File: src/rtl/tbird_lamp_scheduler.sv
// Tail-lamp sequencer for the turn-signal design: synchronizes the three
// active-low buttons and steps a Moore FSM on a prescaled tick.
module tbird_lamp_scheduler #(
  parameter int unsigned TICK_DIV = 12500000,
  parameter int unsigned CNT_W    = 24
) (
  input  logic       clock,
  input  logic       reset_n,
  input  logic       left_button,
  input  logic       right_button,
  input  logic       hazard_button,
  output logic [2:0] left_leds,
  output logic [2:0] right_leds,
  output logic       hazard_active,
  output logic       tick
);

  localparam logic [CNT_W-1:0] CNT_LAST = CNT_W'(TICK_DIV - 1);
  localparam logic [CNT_W-1:0] CNT_PRE  = CNT_W'(TICK_DIV - 2);
  localparam logic [CNT_W-1:0] CNT_ONE  = CNT_W'(1);

  typedef enum logic [3:0] {
    ST_IDLE    = 4'd0,
    ST_L1      = 4'd1,
    ST_L2      = 4'd2,
    ST_L3      = 4'd3,
    ST_R1      = 4'd4,
    ST_R2      = 4'd5,
    ST_R3      = 4'd6,
    ST_HAZ_ON  = 4'd7,
    ST_HAZ_OFF = 4'd8
  } state_t;

  // Buttons packed as {hazard, right, left}; still active-low here.
  logic [2:0]       btn_meta_r;
  logic [2:0]       btn_sync_r;
  logic [CNT_W-1:0] count_r;
  logic             tick_r;
  state_t           state_r;
  state_t           state_next_s;
  logic             req_l_s;
  logic             req_r_s;
  logic             req_hz_s;
  logic [2:0]       left_pat_s;
  logic [2:0]       right_pat_s;
  logic             haz_pat_s;
  logic [2:0]       left_leds_r;
  logic [2:0]       right_leds_r;
  logic             hazard_active_r;

  // Two-flop synchronizer; reset value is "released".
  always_ff @(posedge clock or negedge reset_n) begin
    if (!reset_n) begin
      btn_meta_r <= 3'b111;
      btn_sync_r <= 3'b111;
    end else begin
      btn_meta_r <= {hazard_button, right_button, left_button};
      btn_sync_r <= btn_meta_r;
    end
  end

  assign req_l_s  = ~btn_sync_r[0];
  assign req_r_s  = ~btn_sync_r[1];
  assign req_hz_s = ~btn_sync_r[2] | (req_l_s & req_r_s);

  // Free-running prescaler; tick_r is registered so it is high exactly while count_r == TICK_DIV-1.
  always_ff @(posedge clock or negedge reset_n) begin
    if (!reset_n) begin
      count_r <= {CNT_W{1'b0}};
      tick_r  <= 1'b0;
    end else begin
      if (count_r == CNT_LAST) begin
        count_r <= {CNT_W{1'b0}};
      end else begin
        count_r <= count_r + CNT_ONE;
      end
      tick_r <= (count_r == CNT_PRE);
    end
  end

  // State register.
  always_ff @(posedge clock or negedge reset_n) begin
    if (!reset_n) begin
      state_r <= ST_IDLE;
    end else begin
      state_r <= state_next_s;
    end
  end

  // Next-state logic: hazard first, then turn start from IDLE, then fixed stepping.
  always_comb begin
    state_next_s = state_r;
    if (tick_r) begin
      if (req_hz_s) begin
        if (state_r == ST_HAZ_ON) begin
          state_next_s = ST_HAZ_OFF;
        end else begin
          state_next_s = ST_HAZ_ON;
        end
      end else begin
        case (state_r)
          ST_IDLE: begin
            if (req_l_s) begin
              state_next_s = ST_L1;
            end else if (req_r_s) begin
              state_next_s = ST_R1;
            end else begin
              state_next_s = ST_IDLE;
            end
          end
          ST_L1:      state_next_s = ST_L2;
          ST_L2:      state_next_s = ST_L3;
          ST_R1:      state_next_s = ST_R2;
          ST_R2:      state_next_s = ST_R3;
          default:    state_next_s = ST_IDLE;
        endcase
      end
    end else begin
      state_next_s = state_r;
    end
  end

  // Lamp pattern for the state being entered, so outputs change on the same edge as the state.
  always_comb begin
    left_pat_s  = 3'b000;
    right_pat_s = 3'b000;
    haz_pat_s   = 1'b0;
    case (state_next_s)
      ST_L1:      left_pat_s  = 3'b001;
      ST_L2:      left_pat_s  = 3'b011;
      ST_L3:      left_pat_s  = 3'b111;
      ST_R1:      right_pat_s = 3'b001;
      ST_R2:      right_pat_s = 3'b011;
      ST_R3:      right_pat_s = 3'b111;
      ST_HAZ_ON: begin
        left_pat_s  = 3'b111;
        right_pat_s = 3'b111;
        haz_pat_s   = 1'b1;
      end
      ST_HAZ_OFF: haz_pat_s   = 1'b1;
      default: begin
        left_pat_s  = 3'b000;
        right_pat_s = 3'b000;
        haz_pat_s   = 1'b0;
      end
    endcase
  end

  // Registered lamp outputs.
  always_ff @(posedge clock or negedge reset_n) begin
    if (!reset_n) begin
      left_leds_r     <= 3'b000;
      right_leds_r    <= 3'b000;
      hazard_active_r <= 1'b0;
    end else begin
      left_leds_r     <= left_pat_s;
      right_leds_r    <= right_pat_s;
      hazard_active_r <= haz_pat_s;
    end
  end

  assign left_leds     = left_leds_r;
  assign right_leds    = right_leds_r;
  assign hazard_active = hazard_active_r;
  assign tick          = tick_r;

endmodule

File: config.mk
export PLATFORM = sky130hd
export DESIGN_NAME = tbird_lamp_scheduler
export DESIGN_NICKNAME = d
export VERILOG_FILES = /design/src/rtl/tbird_lamp_scheduler.sv
export SDC_FILE = /design/constraint.sdc
export NUM_CORES = 1
export LEC_CHECK = 0
export ABC_AREA = 1
export CORE_ASPECT_RATIO = 0.75
export CORE_UTILIZATION = 35
export DETAILED_ROUTE_END_ITERATION = 8
export PLACE_DENSITY = 0.59
export SETUP_SLACK_MARGIN = 0.3
export SLEW_MARGIN = 20
export SYNTH_ARGS = -nofsm -noshare
export SYNTH_HDL_FRONTEND = slang
export SYNTH_SLANG_ARGS = --single-unit
File: constraint.sdc
create_clock -name clock -period 4.3 [get_ports clock]
set_clock_uncertainty 0.2 [all_clocks]
set_input_delay 0.86 -clock clock [delete_from_list [all_inputs] [get_ports clock]]
set_output_delay 0.86 -clock clock [all_outputs]
set_load 0.005 [all_outputs]
==> impl_metrics.json <==
{
  "max-cap-violations": 0,
  "worstHoldPathType": "reg -> reg",
  "floorplan_core_area_um2": 5980,
  "crit_path_start_kind": "flip-flop",
  "postSynthAreaPerCell_um2": 7.73,
  "cts_htree_levels": 2,
  "power_per_cell_area_nw_per_um2": 272,
  "area.sequential_um2": 1060,
  "post_cts_resize_count": 0,
  "synth_cells": 287,
  "cpMaxStageDelayCell": "clkdlybuf4s50_1",
  "via_count_of_the_first_global_routing_pass": 1626,
  "wirelength_um": 4470,
  "gp_congestion": 0.900,
  "pin_count_of_the_biggest_net_entering_global_routing": 43,
  "num-fill-cells": 630,
  "status": "finished, final reports clean",
  "fmax_ghz": 0.441,
  "post_route_cells_drive_above_1_share_pct": 13.8,
  "ys_warnings": 0,
  "die_area_um2": 6660,
  "netSwitchingFraction_pct": 22.0,
  "antenna_cells": 0,
  "leakagePower_nw": 1.23,
  "die_h_um": 70.9,
  "rsz0062_at_grt": "false",
  "detail_route.wl_per_cell_um": 11.7,
  "port_buffers": 12,
  "synth.net_count": 294,
  "track_usage_pct": 15.6,
  "placed_cells_incl_taps": 375,
  "setup_viol_count_final": 0,
  "proportion_of_synthesized_chip_area_in_sequential_cells_pct": 47.7,
  "synthesis.area_um2": 2220,
  "critical_path_data_required_time_ps": 3240,
  "power.net_switching_uw": 150,
  "dpl_cell_area_um2": 2420,
  "worst_hold_launch": "btn_meta_r[0]",
  "vdd.ir_drop.worst_mv": 0.153,
  "hold_viol": 0,
  "route.met2.wl_um": 1640,
  "timing.rr.start": "count_r[18]",
  "dp_hpwl_um": 3400,
  "critPathArrivalTime_ps": 1210,
  "final_period_minus_worst_setup_slack_ps": 2270,
  "max_slew_margin_pct": 38.8,
  "tritoncts": "built",
  "clock_tree.buffer_depth": 2,
  "period_share_pct": 52.7,
  "numCtsBuffers": 5,
  "max_stage_delay_ps": 510,
  "drc": 0,
  "totalPowerFinal_uw": 683,
  "fin_worst_hold_slack_ps": 158,
  "layout.nets": 311,
  "clk_root_buffer_cell": "clkbuf_8",
  "power.share.clock_pct": 39.3,
  "max_slew.worst_pin.slew_ps": 918,
  "clk_latency_ps": 300,
  "viasPerCell": 4.54,
  "clkSinkCount": 42,
  "worstSetupStartpoint": "tick",
  "antenna_found_initial": 0,
  "path_buf_inv": 1,
  "grt.overflow.total": 0,
  "syn2layout_area_growth_pct": 13.2,
  "first_pass_grt_wire_length_um": 7890,
  "finish.cell_count_without_fillers": 383,
  "top_layer": "met4",
  "start_util_pct": 37.1,
  "power.sequential.fraction_pct": 58.7,
  "placementRows": 24,
  "power_frac_comb_pct": 2.0,
  "slew_viol_final": 0,
  "route.vias.total": 1738,
  "drt_pre_antenna_iters": 4,
  "max_fo_critical_path": 4,
  "fp.dieW_um": 93.9,
  "criticalPathCategory": "reg -> out",
  "routed-wl-met3_um": 218,
  "antenna_violating_nets_post_route": 0,
  "path_cells": "clkdlybuf4s50_1",
  "synth.distinct_cells": 27,
  "crit_family": "buffers and inverters",
  "ctsHoldBuffers": 0,
  "synth_seq_cells": 42,
  "multi_input_area_um2": 956,
  "final_area_um2": 2510,
  "clkSlewWorstSetupHoldPaths_ps": 80,
  "setup_total_negative_slack_ps": 0,
  "cts_post_setup_buffers_inserted": 0,
  "m1WireLength_um": 2570,
  "cell_internal_pwr_uw": 533,
  "first_iter_violations": 135,
  "crit_path_end_kind": "output port",
  "ioPinCount": 13
}
[stage by stage]
step                      util, %  setup WS [ps]
after detailed placement     40.4           2360
after CTS                    42.0           2030
final                        42.0           2030
after global routing         42.0           1960
after floorplan                 -           2780
after global placement       40.4           2370
[metal layers]
layer	vias up	track usage, %
li1	913	-
met3	5	4.95
met2	35	19.9
met1	785	24.7
met4	0	4.27
met5	-	0
[synthesized netlist by cell type, drive strengths merged]
master | count | share of area [%]
nor2 | 49 | 10
xnor2 | 1 | 0.39
dfrtp | 36 | 41
nor4 | 2 | 0.56
a21oi | 7 | 1.7
o21ai | 6 | 1.4
nand4 | 10 | 2.8
clkinv | 2 | 0.39
inv | 48 | 8.1
dfstp | 6 | 7.1
or2 | 1 | 0.28
nand2 | 83 | 15
ha | 2 | 1.1
o21a | 1 | 0.34
nor3 | 10 | 2.7
nand3 | 14 | 3.8
xor2 | 7 | 2.8
buf | 2 | 0.68
[final timing paths]
kind                            depth (start not counted)            end  slack, ps
worst max-delay path                                    1           tick       2030
worst min-delay path                                    0  btn_sync_r[0]        160
worst max register to register                          7    count_r[13]       2450
worst min register to register                          0  btn_sync_r[0]        160
max in group asynchronous                               1     count_r[5]       2840
min in group asynchronous                               1    count_r[16]        490
[area by class of cell]
cell class	instances	area share (%)
clock buffers	6	3.29
clock inverters	2	0.498
inverters	50	7.52
multi-input cells	193	38.1
flip-flops and latches	42	42.2
well taps	78	3.89
repair buffers	12	4.58
[state kept, by name (all words and copies together) (netlist names)]
register and flops:
btn_meta_r 3, left_leds 3, tick 1, count_r 24, right_leds 3, state_r 4
btn_sync_r 3, hazard_active 1
[layout by cell type, fill, tap and decap left out, types with 2 or more instances in the layout]
cell type,synthesis,layout
nand2_1,76,76
inv_1,44,44
nor2_1,41,41
dfrtp_1,36,36
nand3_1,11,11
clkdlybuf4s50_1,0,11
nand4_1,10,10
nor3_1,8,8
xor2_1,7,7
nand2_2,6,6
o21ai_0,6,6
a21oi_1,6,6
dfstp_2,6,6
clkbuf_8,0,6
nor2_4,4,4
inv_2,4,4
nor2_2,4,4
nand3_2,3,3
clkinv_2,1,2
nor3_2,2,2
nor4_1,2,2
ha_1,2,2
[power groups by stage]
stage	combinational (mW)	clock (mW)	sequential, mW
after global placement	0.0145	0	0.409
after floorplan	0.00276	0	0.409
after global routing	0.0166	0.301	0.402
after detailed placement	0.0145	0	0.409
after CTS	0.0145	0.279	0.401
final	0.0137	0.269	0.401
[logic make-up (layout without fill, tap and decap cells)]
group / after synthesis / count (layout) / synth area share [%]
XOR/XNOR: 8 / 8 / 3.16
adder cells (fa/ha/maj): 2 / 2 / 1.13
flip-flops: 42 / 42 / 47.7
AND/OR/NAND/NOR: 169 / 169 / 35.4
AO/OA/AOI/OAI: 14 / 14 / 3.44
buffers and inverters: 52 / 70 / 9.19
Note: power is estimated with default switching activity, not from simulation.
==> patch 1: new RTL, config.mk and constraints unchanged <==
Put one more register stage on the output `right_leds`, with the module's reset. The value now appears one clock later. The other outputs are not delayed to match.
--- a/src/rtl/tbird_lamp_scheduler.sv
+++ b/src/rtl/tbird_lamp_scheduler.sv
@@ -160,7 +160,13 @@
   end
 
   assign left_leds     = left_leds_r;
-  assign right_leds    = right_leds_r;
+  always_ff @(posedge clock or negedge reset_n) begin
+    if (!reset_n) begin
+      right_leds <= '0;
+    end else begin
+      right_leds <= right_leds_r;
+    end
+  end
   assign hazard_active = hazard_active_r;
   assign tick          = tick_r;
 
Function: same outputs for any inputs over 10 cycles, from zero or initial values and one cycle with reset_n low; that may be too few to reach the edited logic, so the function may still have changed.
==> patch 1 against the unedited design <==
Sequential cell count increased by 3. Fmax is 0.31% lower. Final area rose by 4.2%. Sequential power rose by 7.0%. Worst setup slack lost 0.0071 ns. Sequential share of layout area grew 1.2 points. Clock power is 25% higher. Combinational power up 7%. Via count is 3.0% higher. Largest power group unchanged. Wire length up 2.5%. Critical path type unchanged. Total power up 14%. Area after synthesis rose by 3.4%.
==> patch 1: results <==
metrics = {
    "run_status": {
        "run_status": "completed",
    },
    "clock_tree": {
        "cts_made_buffers": 5,
        "cts_setup_buffers": 0,
        "clk_latency_ns": 0.30,
        "cts-root-buf": "clkbuf_8",
        "ctsHtreeMaxLevel": 2,
        "cts_resized": 0,
        "cts.sinks": 45,
    },
    "yosys": {
        "synth_top_family_by_area": "simple AND/OR/NAND/NOR gates",
        "synth_fa_ha_area_frac": 0.01091,
        "synthTopCellsByCount": "nand2_1 (76), inv_1 (44), nor2_1 (41), dfrtp_1 (39), nand3_1 (11)",
        "syn_nets": 297,
        "synth_compound_area_frac": 0.03328,
        "synth_seq_area_share": 0.4943,
        "async_flop_share": 1.000,
        "yosys-top-cells-area": "dfrtp_1 (43%), nand2_1 (12%), inv_1 (7.2%)",
        "yosys.area_share.xor_xnor": 0.03055,
    },
    "power": {
        "vdd_ir_drop_max_mv": 0.1772,
        "internal_power_uw": 621.3,
        "p_leak_nw": 1.286,
    },
    "routing": {
        "ant_nets": 0,
        "routed_wl_mm": 4.586,
        "first_pass_iters": 4,
        "via_per_inst": 4.604,
        "drt_iter0_drc": 125,
    },
    "hold_path": {
        "hp-start": "right_leds_r[0]",
        "holdPathStages": 0,
        "holdPathEnd": "right_leds[0]",
    },
    "timing": {
        "tightest_slew_ns": 0.5653,
    },
    "global_routing": {
        "antenna_found_initial": 0,
        "grt_usage": 0.1518,
        "gr-usage-met1": 0.2368,
        "grtUsageMet2": 0.2040,
        "grt_pass1_vias": 1659,
        "grt_max_degree": 46,
        "grt_use_met3": 0.03459,
    },
    "worst_setup_path": {
        "r2r-start": "count_r[16]",
        "r2r_cells": 6,
        "cpMaxStageDelayCell": "clkdlybuf4s50_1",
        "reg2reg_setup_slack_ns": 2.45,
        "critical_path.max_stage_delay_ns": 0.52,
        "reg2reg_to": "count_r[13]",
    },
    "place": {
        "pre_cts_ws_ns": 2.342,
        "io_buffers": 12,
        "dpl.hpwl_mm": 3.396,
        "routabilityCongestion": 0.8455,
    },
    "cells_and_area": {
        "final_layout_size_suffix_gt1_frac": 0.1364,
        "fill_cells": 658,
        "diodes": 0,
        "fin_nets": 314,
        "top_regs": "count_r x24, state_r x4",
    },
}
-- patch 1: power by group through the flow --
stage	clock network [mW]	registers, mW	logic [mW]
global placement	0	0.437	0.0153
detailed placement	0	0.437	0.0154
floorplan	0	0.437	0.00276
global route	0.366	0.430	0.0174
finish	0.336	0.429	0.0147
CTS	0.349	0.429	0.0154
-- patch 1: metrics by stage --
| step | utilization | cells | instance area (µm²) | hold slack [ns] |
|---|---|---|---|---|
| after CTS | 0.4139 | 389 | 2615 | 0.1557 |
| after global placement | 0.3949 | 381 | 2495 | 0.1348 |
| final | 0.4143 | 389 | 2618 | 0.1537 |
| after floorplan | - | 290 | 2293 | 0.1312 |
| after global routing | 0.4143 | 389 | 2618 | 0.1630 |
| after detailed placement | 0.3949 | 381 | 2495 | 0.1347 |
-- patch 1: how the worst max path moves through the flow --
| stage | startpoint | to | slack [ns] | depth (start not counted) |
|---|---|---|---|---|
| final | tick | tick | 2.03 | 1 |
| after floorplan | btn_sync_r[0] | left_leds[0] | 2.78 | 7 |
| after global routing | tick | tick | 1.98 | 1 |
| after global placement | reset_n | right_leds[0] | 2.34 | 1 |
| after CTS | tick | tick | 2.02 | 1 |
| after detailed placement | reset_n | right_leds_r[0] | 2.34 | 1 |
-- patch 1: per-layer routing --
layer | wire length (µm) | up-vias
met2 | 1801 | 45
li1 | - | 922
met1 | 2474 | 819
met3 | 249 | 5
met4 | 60 | 0
met5 | 0 | -
-- patch 1: cells by family (layout without fill, tap and decap cells) --
logic type	Yosys count	in the layout
AOI/OAI and AO/OA	14	14
buffers and inverters	52	70
DFF	45	45
and+or+nand+nor	169	169
xor gates and xnor gates	8	8
adders and majority gates	2	2
-- patch 1: cell type report --
class	count	share of cell area
inverter	50	0.07218
tap	81	0.03872
sequential	45	0.4331
timing repair buffer	12	0.04493
clock inverter	2	0.01434
clock buffer	6	0.03155
multi-input combinational	193	0.3652
==> patch 2: new RTL, config.mk and constraints unchanged <==
Without the edit above. `CNT_W`: 24 -> 48.
--- a/src/rtl/tbird_lamp_scheduler.sv
+++ b/src/rtl/tbird_lamp_scheduler.sv
@@ -2,7 +2,7 @@
 // active-low buttons and steps a Moore FSM on a prescaled tick.
 module tbird_lamp_scheduler #(
   parameter int unsigned TICK_DIV = 12500000,
-  parameter int unsigned CNT_W    = 24
+  parameter int unsigned CNT_W    = 48
 ) (
   input  logic       clock,
   input  logic       reset_n,
Function: no difference found for any inputs over 10 cycles, from zero or initial values and one cycle with reset_n low; that may be too few to reach the edited logic, so the function may still have changed.
==> patch 2 against the unedited design <==
Total power grew 91%. Area after synthesis grew 71%. Final area increased by 73%. Combinational power is 35% higher. Global-route usage increased by 3.9 points. Sequential cell count up 24. Clock power up 150%. Synthesized cell count grew 85%. Worst setup slack worse by 0.075 ns. Fmax fell by 3.2%. Wire length increased by 120%.
==> patch 2: results <==
metrics = {
    "run_status": {
        "run_status": "completed",
    },
    "worst_setup_path": {
        "r2r-start": "count_r[0]",
        "reg2reg_setup_slack_ns": 2.03,
        "path_max_fanout": 6,
        "arrival_ns": 1.28,
        "r2r_cells": 8,
        "critical_path.max_stage_delay_ns": 0.53,
        "reg2reg_to": "count_r[18]",
    },
    "yosys": {
        "synth_area_per_cell_um2": 7.123,
        "yosys-top-cells-area": "dfrtp_1 (40%), nand2_1 (15%), nor2_1 (9.9%)",
        "synth_seq_area_share": 0.4386,
        "synthTopCellsByCount": "nand2_1 (151), nor2_1 (100), inv_1 (81), dfrtp_1 (60), nand3_1 (28)",
        "yosys.cell_types.count": 26,
        "syn_nets": 538,
    },
    "cells_and_area": {
        "fin_nets": 561,
        "top_regs": "count_r x48, state_r x4",
        "final_layout_size_suffix_gt1_frac": 0.07692,
        "stdcell_count": 695,
        "diodes": 0,
    },
    "power": {
        "comb_cell_power_uw": 18.5,
        "total_power_mw": 1.307,
        "p_leak_nw": 2.063,
        "internal_power_mw": 1.019,
        "vdd_ir_drop_max_mv": 0.1724,
        "power_frac_seq": 0.480,
    },
    "place": {
        "dpl.cell_count": 679,
        "place_area_mm2": 0.004064,
        "routabilityCongestion": 0.9637,
        "dpl.hpwl_mm": 7.739,
    },
    "global_routing": {
        "grt_pass1_vias": 3104,
        "grtUsageMet2": 0.2613,
        "grt_use_met3": 0.04789,
    },
    "clock_tree": {
        "cts-root-buf": "clkbuf_16",
        "clk_latency_ns": 0.34,
        "cts_made_buffers": 9,
        "ctsHtreeMaxLevel": 3,
        "clk_pin_slew_ns": 0.05,
    },
    "routing": {
        "drt-wirelength-per-cell_um": 14.13,
        "drt_iter0_drc": 350,
        "first_pass_iters": 7,
        "vias": 3443,
        "wl_met3_um": 889,
        "met1_length_mm": 4.954,
    },
    "timing": {
        "fin_hold_ws_ns": 0.1534,
        "fmax_mhz": 427.4,
    },
    "hold_path": {
        "holdPathEnd": "btn_sync_r[1]",
    },
}
[patch 2: cell count changes after synthesis, sizes merged, moves of 2 or more]
cell | unedited run | this run
a21oi | 7 | 4
clkinv | 2 | 0
dfrtp | 36 | 60
inv | 48 | 86
nand2 | 83 | 153
nand3 | 14 | 29
nand4 | 10 | 27
nor2 | 49 | 108
nor3 | 10 | 22
o21ai | 6 | 3
xnor2 | 1 | 4
xor2 | 7 | 22
[patch 2: cell type report]
type,instances,area (µm²)
multi-input combinational,378,1789
clock inverter,7,45.04
tap,136,170.2
fill,1074,6076
clock buffer,9,225.2
timing repair buffer,13,122.6
inverter,86,322.8
sequential,66,1659
[patch 2: kinds of logic (layout without fill, tap and decap cells)]
group           count (synthesis)  count (layout)  share of synthesized area
simple gates                  342             342                     0.3950
fa+ha+maj                       2               2                   0.006615
flops                          66              66                     0.4386
buf+inv                        87             115                    0.08832
xor+xnor                       26              26                    0.06020
compound gates                  8               8                    0.01125
